<file path="config.mk">
export PLATFORM = sky130hd
export DESIGN_NAME = perf_event_monitor
export DESIGN_NICKNAME = d
export VERILOG_FILES = /design/src/rtl/perf_pkg.sv /design/src/rtl/perf_counter.sv /design/src/rtl/perf_event_monitor.sv
export SDC_FILE = /design/constraint.sdc
export NUM_CORES = 1
export LEC_CHECK = 0
export CAP_MARGIN = 25
export CORE_MARGIN = 4
export CORE_UTILIZATION = 58
export CTS_CLUSTER_DIAMETER = 200
export CTS_CLUSTER_SIZE = 40
export DETAILED_ROUTE_END_ITERATION = 6
export PLACE_DENSITY = 0.86
export SLEW_MARGIN = 20
export SYNTH_ARGS = -nofsm -noshare
export SYNTH_HDL_FRONTEND = slang
export SYNTH_SLANG_ARGS = --single-unit
</file>
<file path="constraint.sdc">
create_clock -name clk_i -period 3.1 [get_ports clk_i]
set_input_delay 0.31 -clock clk_i [delete_from_list [all_inputs] [get_ports clk_i]]
set_output_delay 0.31 -clock clk_i [all_outputs]
set_load 0.02 [all_outputs]
</file>
<file path="src/rtl/perf_pkg.sv">
// perf_pkg: shared state encoding and default parameters for the performance monitor.
package perf_pkg;
    localparam int ST_W        = 2;
    localparam int DEF_NUM_EVT = 4;
    localparam int DEF_CNT_W   = 32;
    localparam int DEF_LIM_W   = 16;
    localparam int DEF_SEL_W   = 4;
    typedef enum logic [ST_W-1:0] {
        ST_IDLE   = 2'd0,
        ST_RUN    = 2'd1,
        ST_FROZEN = 2'd2,
        ST_DONE   = 2'd3
    } state_e;
endpackage

</file>
<file path="src/rtl/perf_counter.sv">
// perf_counter: one counter with synchronous clear, wrap/saturate overflow and a sticky overflow flag.
module perf_counter
    import perf_pkg::*;
#(
    parameter int CNT_W = DEF_CNT_W
) (
    input  logic             clk_i,
    input  logic             rst_i,
    input  logic             clr_i,
    input  logic             inc_i,
    input  logic             sat_i,
    output logic [CNT_W-1:0] cnt_o,
    output logic             ovf_o
);
    logic [CNT_W-1:0] cnt_q, cnt_d;
    logic             ovf_q, ovf_d;
    logic             full;
    always_comb begin
        full  = &cnt_q;
        cnt_d = clr_i ? '0 : (!inc_i || (full && sat_i)) ? cnt_q : cnt_q + 1'b1;
        ovf_d = !clr_i && (ovf_q || (inc_i && full));
    end
    always_ff @(posedge clk_i) begin
        if (!rst_i) begin
            cnt_q <= '0;
            ovf_q <= 1'b0;
        end else begin
            cnt_q <= cnt_d;
            ovf_q <= ovf_d;
        end
    end
    assign cnt_o = cnt_q;
    assign ovf_o = ovf_q;
endmodule

</file>
<file path="src/rtl/perf_event_monitor.sv">
// perf_event_monitor: cycle and event counters with limit, freeze, snapshot shadows and registered readout.
module perf_event_monitor
    import perf_pkg::*;
#(
    parameter int NUM_EVT = DEF_NUM_EVT,
    parameter int CNT_W   = DEF_CNT_W,
    parameter int LIM_W   = DEF_LIM_W,
    parameter int SEL_W   = DEF_SEL_W
) (
    input  logic               clk_i,
    input  logic               rst_i,
    input  logic               start_i,
    input  logic               clear_i,
    input  logic               freeze_i,
    input  logic [NUM_EVT-1:0] evt_i,
    input  logic [NUM_EVT-1:0] evt_en_i,
    input  logic               mode_sat_i,
    input  logic [LIM_W-1:0]   limit_i,
    input  logic               snap_i,
    input  logic [SEL_W-1:0]   rd_sel_i,
    output logic [CNT_W-1:0]   rd_o,
    output logic [CNT_W-1:0]   cycle_o,
    output logic [NUM_EVT:0]   ovf_o,
    output logic               done_o,
    output logic [1:0]         state_o
);
    localparam int CW = CNT_W > LIM_W ? CNT_W : LIM_W;
    state_e                    state_q, state_d;
    logic [NUM_EVT:0][CNT_W-1:0] live, shadow_q, shadow_d;
    logic [NUM_EVT:0]          inc, ovf;
    logic [CNT_W-1:0]          rd_q, rd_d, cyc_nxt;
    logic                      cnt_en, hit;
    always_comb begin
        cnt_en  = state_q == ST_RUN && start_i && !freeze_i && !clear_i;
        cyc_nxt = live[NUM_EVT] + 1'b1;
        // compare in the wider of the two widths so a short counter never aliases the limit
        hit     = cnt_en && limit_i != '0 && CW'(cyc_nxt) == CW'(limit_i);
        inc     = {cnt_en, evt_i & evt_en_i & {NUM_EVT{cnt_en}}};
        state_d = state_q;
        if (clear_i || !start_i) state_d = ST_IDLE;
        else begin
            unique case (state_q)
                ST_IDLE:   state_d = ST_RUN;
                ST_RUN:    state_d = freeze_i ? ST_FROZEN : hit ? ST_DONE : ST_RUN;
                ST_FROZEN: state_d = freeze_i ? ST_FROZEN : ST_RUN;
                ST_DONE:   state_d = ST_DONE;
            endcase
        end
        rd_d = '0;
        for (int k = 0; k <= NUM_EVT; k++) begin
            shadow_d[k] = clear_i ? '0 : snap_i ? live[k] : shadow_q[k];
            if (!clear_i && rd_sel_i == SEL_W'(k)) rd_d = shadow_q[k];
        end
    end
    always_ff @(posedge clk_i) begin
        if (!rst_i) begin
            state_q  <= ST_IDLE;
            shadow_q <= '0;
            rd_q     <= '0;
        end else begin
            state_q  <= state_d;
            shadow_q <= shadow_d;
            rd_q     <= rd_d;
        end
    end
    for (genvar i = 0; i <= NUM_EVT; i++) begin : g_cnt
        perf_counter #(.CNT_W(CNT_W)) u_cnt (
            .clk_i (clk_i),
            .rst_i (rst_i),
            .clr_i (clear_i),
            .inc_i (inc[i]),
            .sat_i (mode_sat_i),
            .cnt_o (live[i]),
            .ovf_o (ovf[i])
        );
    end
    assign rd_o    = rd_q;
    assign cycle_o = live[NUM_EVT];
    assign ovf_o   = ovf;
    assign done_o  = state_q == ST_DONE;
    assign state_o = state_q;
endmodule

</file>
==> impl_results.md, run 1 <==
* Die span in x at 174 um
* Root buf cell: clkbuf_16
* Initial DRC Count at 1367
* Tcrit/Tclk final at between 90% and 100%
* Die Y at approximately 170 um
* Wirelength per Cell at around 19 um
* Worst-margin pin slew at 0.714 ns
* Setup crit start kind: flop
* Io pins at 107
* CTS Hold Buffers Added at 0
* Clock sinks at 359
* Worst hold path class: primary input to flop
* # setup viols final at 0
* Final hold slack at 0.473 ns
* Leak Pwr at roughly 6.2 nW
* Clock Pin Slew Worst Setup and Hold Paths at 0.14 ns
* Max-slew violation count at 0
* Initial Util at roughly three fifths
* GPL Wtd Cong at ~0.91
* CP Data Required Time at roughly 3.6 ns
* CTS H-tree depth at 1
* Register area share after synthesis at 44.9%
* Layout cells sized above 1 at 5.22%
* Total Nets Final at 1899
* Warnings from Yosys at 0
* Slew headroom at 52.3%
* Post-Syn Nets at 1852
* Max-cap viol count at 0
* Post-synth ARST share at 0%
* Vias per inst at 6.05
* CP max stage delay at 0.49 ns
* Yosys reg bits at 359
* Pre-antenna DRT Iters at 6
* Die area at 0.0303 mm2
* Post-Syn Area per Cell at slightly below 9 um2
* Total count of hold-check failures in the final report at 0
* CTS tree: yes
* Largest net degree at the start of global routing at 91
* FMAX at around 0.35 GHz
* Post-DRT Antenna Nets at 0
* Cts bufs inserted at 12
* Crit. End Element: flop
* First-pass GRT wire length at slightly below 70000 um
* Via count at around 13k
* Count of flip-flops with a built-in enable after synthesis at 0
* PD cells at 398 mW/mm2
* FP Rows at 60
* Gr ovfl total at 0
* Netlist cell types at 65
* Core area at ~0.027 mm2
* # diodes at 0
* CP max FO at 7
* Vias in the first global route at roughly 13k
* PortBufs at 106
* Clk Latency, worst-skew pair at between 0.5 and 0.6 ns
* Layout Area Growth over Synthesis at 11.2%
* CP max-delay cell: dfxtp_1
* Final setup TNS at 0 ns
* Max VDD drop at ~0.4 mV
* Initial antenna violation count at 0
* Mapped Cells at 1812
* Critical path arrival at 3.29 ns
* WS Path Type: flop to flop
* Remaining DRCs at 0
* Dpl hpwl at 30200 um
* Run status: completed
* Tmin final at 2.85 ns
* Most used cell, CP: nand3_1
* Final wirelength at around 42000 um
* RSZ-0062 raised after global routing: no
* Worst path cell trace: ha_1 > nand3_1 > or2_1 > nor4_4 > nand3_1 > a221o_1 > or3_1 > o31ai_1
* Clk_skew at 0.0190 ns
* Top_reg_cell synth: dfxtp_1
* Synthesized area at 0.0160 mm2
* GRT Util Overall at a little over a quarter
* Clk buf depth at 3
registers in the layout, summed over array words and instances, names as in the netlist:
register	count
g_cnt.u_cnt.cnt_o	160
shadow_q	160
rd_o	32
g_cnt.u_cnt.ovf_o	5
state_o	2
cells in the final DEF (no fill, tap or decap), types with 5 or more instances in the layout:
| cell type | Yosys | routed |
|---|---|---|
| nor3_1 | 46 | 45 |
| mux2i_1 | 183 | 183 |
| buf_4 | 5 | 45 |
| a221oi_1 | 15 | 15 |
| dfxtp_1 | 359 | 358 |
| ha_1 | 5 | 5 |
| mux2_2 | 14 | 14 |
| or3_1 | 26 | 26 |
| inv_1 | 21 | 21 |
| clkbuf_16 | 0 | 13 |
| a21boi_0 | 18 | 18 |
| and2_1 | 12 | 12 |
| nand4_1 | 47 | 47 |
| nor2_1 | 334 | 334 |
| nand3_1 | 63 | 63 |
| and3_1 | 25 | 25 |
| nand2_1 | 132 | 132 |
| nor4_1 | 28 | 27 |
| xnor2_1 | 89 | 89 |
| clkdlybuf4s50_1 | 0 | 105 |
| a22oi_1 | 18 | 18 |
| o21ai_0 | 56 | 56 |
| a21oi_1 | 41 | 41 |
| and4_1 | 24 | 24 |
| xor2_1 | 71 | 71 |
per-layer routing:
| layer | GRT usage [%] | share of wire [%] | vias up |
|---|---|---|---|
| li1 | - | - | 6323 |
| met1 | 37.4 | 44 | 6398 |
| met2 | 42.0 | 45 | 494 |
| met3 | 2.94 | 6.2 | 100 |
| met4 | 11.2 | 4.6 | 0 |
| met5 | 0 | 0 | - |
through the flow:
stage	std cells	area, um2	power (W)	setup slack [ns]	util [%]
after floorplan	1812	16000	0.00494	0.359	-
after global placement	2186	17400	0.00507	0.130	64.5
after detailed placement	2186	17400	0.00507	0.0391	64.5
after CTS	2200	17800	0.00710	0.133	65.8
after global routing	2200	17800	0.00726	0.0329	65.8
final	2200	17800	0.00708	0.254	65.8
cells by family after synthesis:
family                     share of synthesized area, %
AOI/OAI and AO/OA                                  7.09
xor gates and xnor gates                           8.75
adders and majority gates                         0.453
buffers and inverters                              3.57
DFF                                                44.9
muxes                                              12.4
and+or+nand+nor                                    22.8
area by class of cell:
cell class | count | area, um2
clock buffer | 14 | 329
fill | 2149 | 9230
inverter | 21 | 78.8
multi-input combinational | 1310 | 8290
sequential | 359 | 7190
tap | 341 | 427
timing repair buffer | 155 | 1480
critical path: cells and delay by family (launching register included):
family                   cells  cell delay, ns
AO/OA/AOI/OAI                2            0.57
flip-flops                   1            0.49
adder cells (fa/ha/maj)      1            0.27
AND/OR/NAND/NOR              5            1.46
where the power goes:
group | switching, W | internal, W
Clock | 0.00133 | 0.000769
Sequential | 0.00000221 | 0.00462
Combinational | 0.000220 | 0.000139
Total | 0.00156 | 0.00552
Yosys cell counts (3+ instances only):
master / instances / area, um2
a21boi_0: 18 / 135
a21oi_1: 41 / 205
a221oi_1: 15 / 131
a22oi_1: 18 / 135
a31oi_1: 4 / 25.0
a41oi_1: 4 / 35.0
and2_1: 12 / 75.1
and3_1: 25 / 156
and4_1: 24 / 210
buf_1: 7 / 26.3
buf_2: 11 / 55.1
buf_4: 5 / 37.5
clkbuf_1: 97 / 364
dfxtp_1: 359 / 7190
ha_1: 5 / 62.6
inv_1: 21 / 78.8
mux2_2: 14 / 158
mux2i_1: 183 / 1830
nand2_1: 132 / 495
nand2b_1: 4 / 25.0
nand3_1: 63 / 315
nand4_1: 47 / 294
nor2_1: 334 / 1250
nor2b_1: 4 / 25.0
nor3_1: 46 / 230
nor3b_1: 4 / 30.0
nor4_1: 28 / 175
o211ai_1: 3 / 22.5
o21ai_0: 56 / 280
or2_2: 4 / 25.0
or3_1: 26 / 163
xnor2_1: 89 / 780
xor2_1: 71 / 622
worst paths after layout:
| path | slack [ns] | to | cells past startpoint | start |
|---|---|---|---|---|
| worst max register to register | 0.25 | state_o[1] | 8 | g_cnt[4].u_cnt.cnt_o[0] |
| worst min register to register | 0.47 | rd_o[23] | 2 | shadow_q[151] |
| worst max-delay path | 0.25 | state_o[1] | 8 | g_cnt[4].u_cnt.cnt_o[0] |
| worst min-delay path | 0.47 | shadow_q[28] | 3 | snap_i |
repair_timing:
action	CTS	global route
setup buffers	0	0
endpoints found under the setup margin	0	14
gates resized for setup	0	4
Note: power is estimated with default switching activity, not from simulation.
==> inputs of run 2 (changes only) <==
--- a/config.mk
+++ b/config.mk
@@ -11,8 +11,10 @@
 export CTS_CLUSTER_DIAMETER = 200
 export CTS_CLUSTER_SIZE = 40
 export DETAILED_ROUTE_END_ITERATION = 6
+export GPL_ROUTABILITY_DRIVEN = 0
 export PLACE_DENSITY = 0.86
 export SLEW_MARGIN = 20
 export SYNTH_ARGS = -nofsm -noshare
 export SYNTH_HDL_FRONTEND = slang
 export SYNTH_SLANG_ARGS = --single-unit
+export TNS_END_PERCENT = 1
==> impl_results.md, run 2 (synthesis gave the netlist of run 1 again) <==
* Commonest non-fill, non-tap cell in the layout: dfxtp_1
* FP Rows at 60 (unchanged)
* Non-filler instance count after layout at 2197 (-0.14%)
* Tcrit/Tclk final at 93.3% (+1.5 points)
* CP max stage delay at 0.59 ns (+0.10 ns)
* Initial DRC Count at 1333 (-2.5%)
* Clk_skew at 0.0186 ns (-0.000379 ns)
* Layout Area Growth over Synthesis at 11.1% (about the same)
* Clk buf depth at 3 (unchanged)
* CTS H-tree depth at 1 (unchanged)
* Max VDD drop at 0.341 mV (-13%)
* Logic pwr share at 5.2% (about the same)
* FMAX at 0.346 GHz (-1.6%)
* Largest net degree at the start of global routing at 74 (-19%)
* Run status: completed
* Net Sw Frac at 22.0% (about the same)
* Setup WS pre-CTS at 0.0517 ns (+0.0125 ns)
* Die Y at 174 um (unchanged)
* Slew headroom at 49.6% (-2.7 points)
* Critical path's top delay family: simple AND/OR/NAND/NOR gates
* Setup crit start kind: flop
* Via count at 13.3k (-0.49%)
* Total count of hold-check failures in the final report at 0 (unchanged)
* Vias per inst at 6.03 (-0.35%)
* Dpl hpwl at 29600 um (-2.0%)
* CTS tree: yes
* Leak Pwr at 6.20 nW (-0.12%)
* Wirelength per Cell at 18.6 um (-2.0%)
* CTS Hold Buffers Added at 0 (unchanged)
* Clock Power Share at 29.7% (about the same)
* CP max-delay cell: dfxtp_1
* Fin worst setup slack at 0.207 ns (-0.0471 ns)
* Max-slew violation count at 0 (unchanged)
* Core area at 0.0270 mm2 (unchanged)
* Die span in x at 174 um (unchanged)
* Die area at 0.0303 mm2 (unchanged)
* Initial antenna violation count at 1 (+1)
* Remaining DRCs at 0 (unchanged)
* PD cells at 398 mW/mm2 (+0.11%)
* Root buf cell: clkbuf_16
* Crit. End Element: flop
* Net Sw Power at 0.00156 W (+0.19%)
* Multi-input logic area at 0.00828 mm2 (about the same)
* PortBufs at 106 (unchanged)
* CP max FO at 10 (+3)
* Worst-margin pin slew at 0.749 ns (+0.0349 ns)
* Pre-antenna DRT Iters at 7 (+1)
* Max-cap viol count at 0 (unchanged)
* Final setup TNS at 0 ns (unchanged)
* CP Data Required Time at 3.54 ns (about the same)
* Register area at 0.00719 mm2 (about the same)
* Cell-internal power at 0.00553 W (about the same)
* Total Nets Final at 1896 (-0.16%)
* # setup viols final at 0 (unchanged)
* Vias in the first global route at 12.5k (-1.7%)
* Clock Pin Slew Worst Setup and Hold Paths at 0.13 ns (about the same)
* Gr ovfl total at 0 (unchanged)
* # diodes at 0 (unchanged)
* Layout cells sized above 1 at 4.96% (-0.26 points)
* Critical path arrival at 3.33 ns (+0.04 ns)
* First-pass GRT wire length at 65100 um (-3.2%)
* Buf+Inv Stages, Crit Path at 0 (unchanged)
* Final wirelength at 40900 um (-2.1%)
* Most frequent cells in the layout: dfxtp_1 (359), nor2_1 (334), mux2i_1 (183), nand2_1 (132), clkdlybuf4s50_1 (105)
* Clock sinks at 359 (unchanged)
* Seq pwr share at 65.2% (about the same)
* GRT Util Overall at 25.7% (-0.91 points)
* Io pins at 107 (unchanged)
* Fill cell count at 2098 (-2.4%)
* # Post-CTS Setup Buffers at 0 (unchanged)
* WS Path Type: flop to flop
* Worst path cell trace: nand4_1 > or3_1 > nor4_1 > mux2i_1 > nor2_1 > or4_1 > o31ai_1
* Post-DRT Antenna Nets at 0 (unchanged)
* Worst hold path class: flop to flop
* Number of gates given a new drive strength after cts at 0 (unchanged)
* Tmin final at 2.89 ns (+0.0471 ns)
* Overall power at 0.00709 W (about the same)
* Clk Latency, worst-skew pair at 0.52 ns (about the same)
* Cts bufs inserted at 12 (unchanged)
* Placed cell count at 2183 (-0.14%)
* Initial Util at 59.2% (unchanged)
[run 2: cell types whose count changed in the layout (fill, tap and decap cells not counted)]
cell     before  now
dfxtp_2       1    0
o21ai_2       1    0
o21ai_1       0    1
buf_12        4    6
buf_4        45   40
dfxtp_1     358  359
[run 2: layout make-up]
cell class / instances / area share, %
clock buffers: 14 / 1.85
well taps: 341 / 2.40
repair buffers: 152 / 8.35
flip-flops and latches: 359 / 40.4
inverters: 21 / 0.443
multi-input cells: 1310 / 46.6
[run 2: path summary, 6_finish.rpt]
path	from	endpoint	slack, ns	depth (start not counted)
setup / recovery	g_cnt[4].u_cnt.cnt_o[8]	state_o[1]	0.21	7
hold / removal	shadow_q[137]	rd_o[9]	0.48	2
setup reg to reg	g_cnt[4].u_cnt.cnt_o[8]	state_o[1]	0.21	7
hold reg to reg	shadow_q[137]	rd_o[9]	0.48	2
[run 2: metrics by stage]
step | hold slack, ns | util [%] | cell area [um2]
after floorplan | 0.429 | - | 16000
after global placement | 0.450 | 64.5 | 17400
after detailed placement | 0.460 | 64.5 | 17400
after CTS | 0.486 | 65.8 | 17800
after global routing | 0.498 | 65.8 | 17800
final | 0.485 | 65.8 | 17800
[run 2: per-layer routing]
metal / track usage (%) / share of wire (%) / up-vias
met5: 0 / 0 / -
met4: 9.07 / 3.7 / 0
met3: 4.68 / 7.7 / 85
met2: 41.4 / 46 / 510
met1: 35.0 / 43 / 6340
li1: - / - / 6315
[run 2: tightest hold or removal path, delay by kind of cell (launching register included)]
kind	cells	cell delay, ns
flip-flops	1	0.33
AO/OA/AOI/OAI	1	0.07
AND/OR/NAND/NOR	1	0.05
[run 2: power by group through the flow]
stage          Clock (W)  Combinational [W]  Sequential (W)
3_5_place_dp           0           0.000358         0.00472
3_3_place_gp           0           0.000355         0.00472
6_report         0.00210           0.000365         0.00462
5_1_grt          0.00228           0.000383         0.00462
4_1_cts          0.00213           0.000359         0.00462
2_1_floorplan          0           0.000213         0.00472
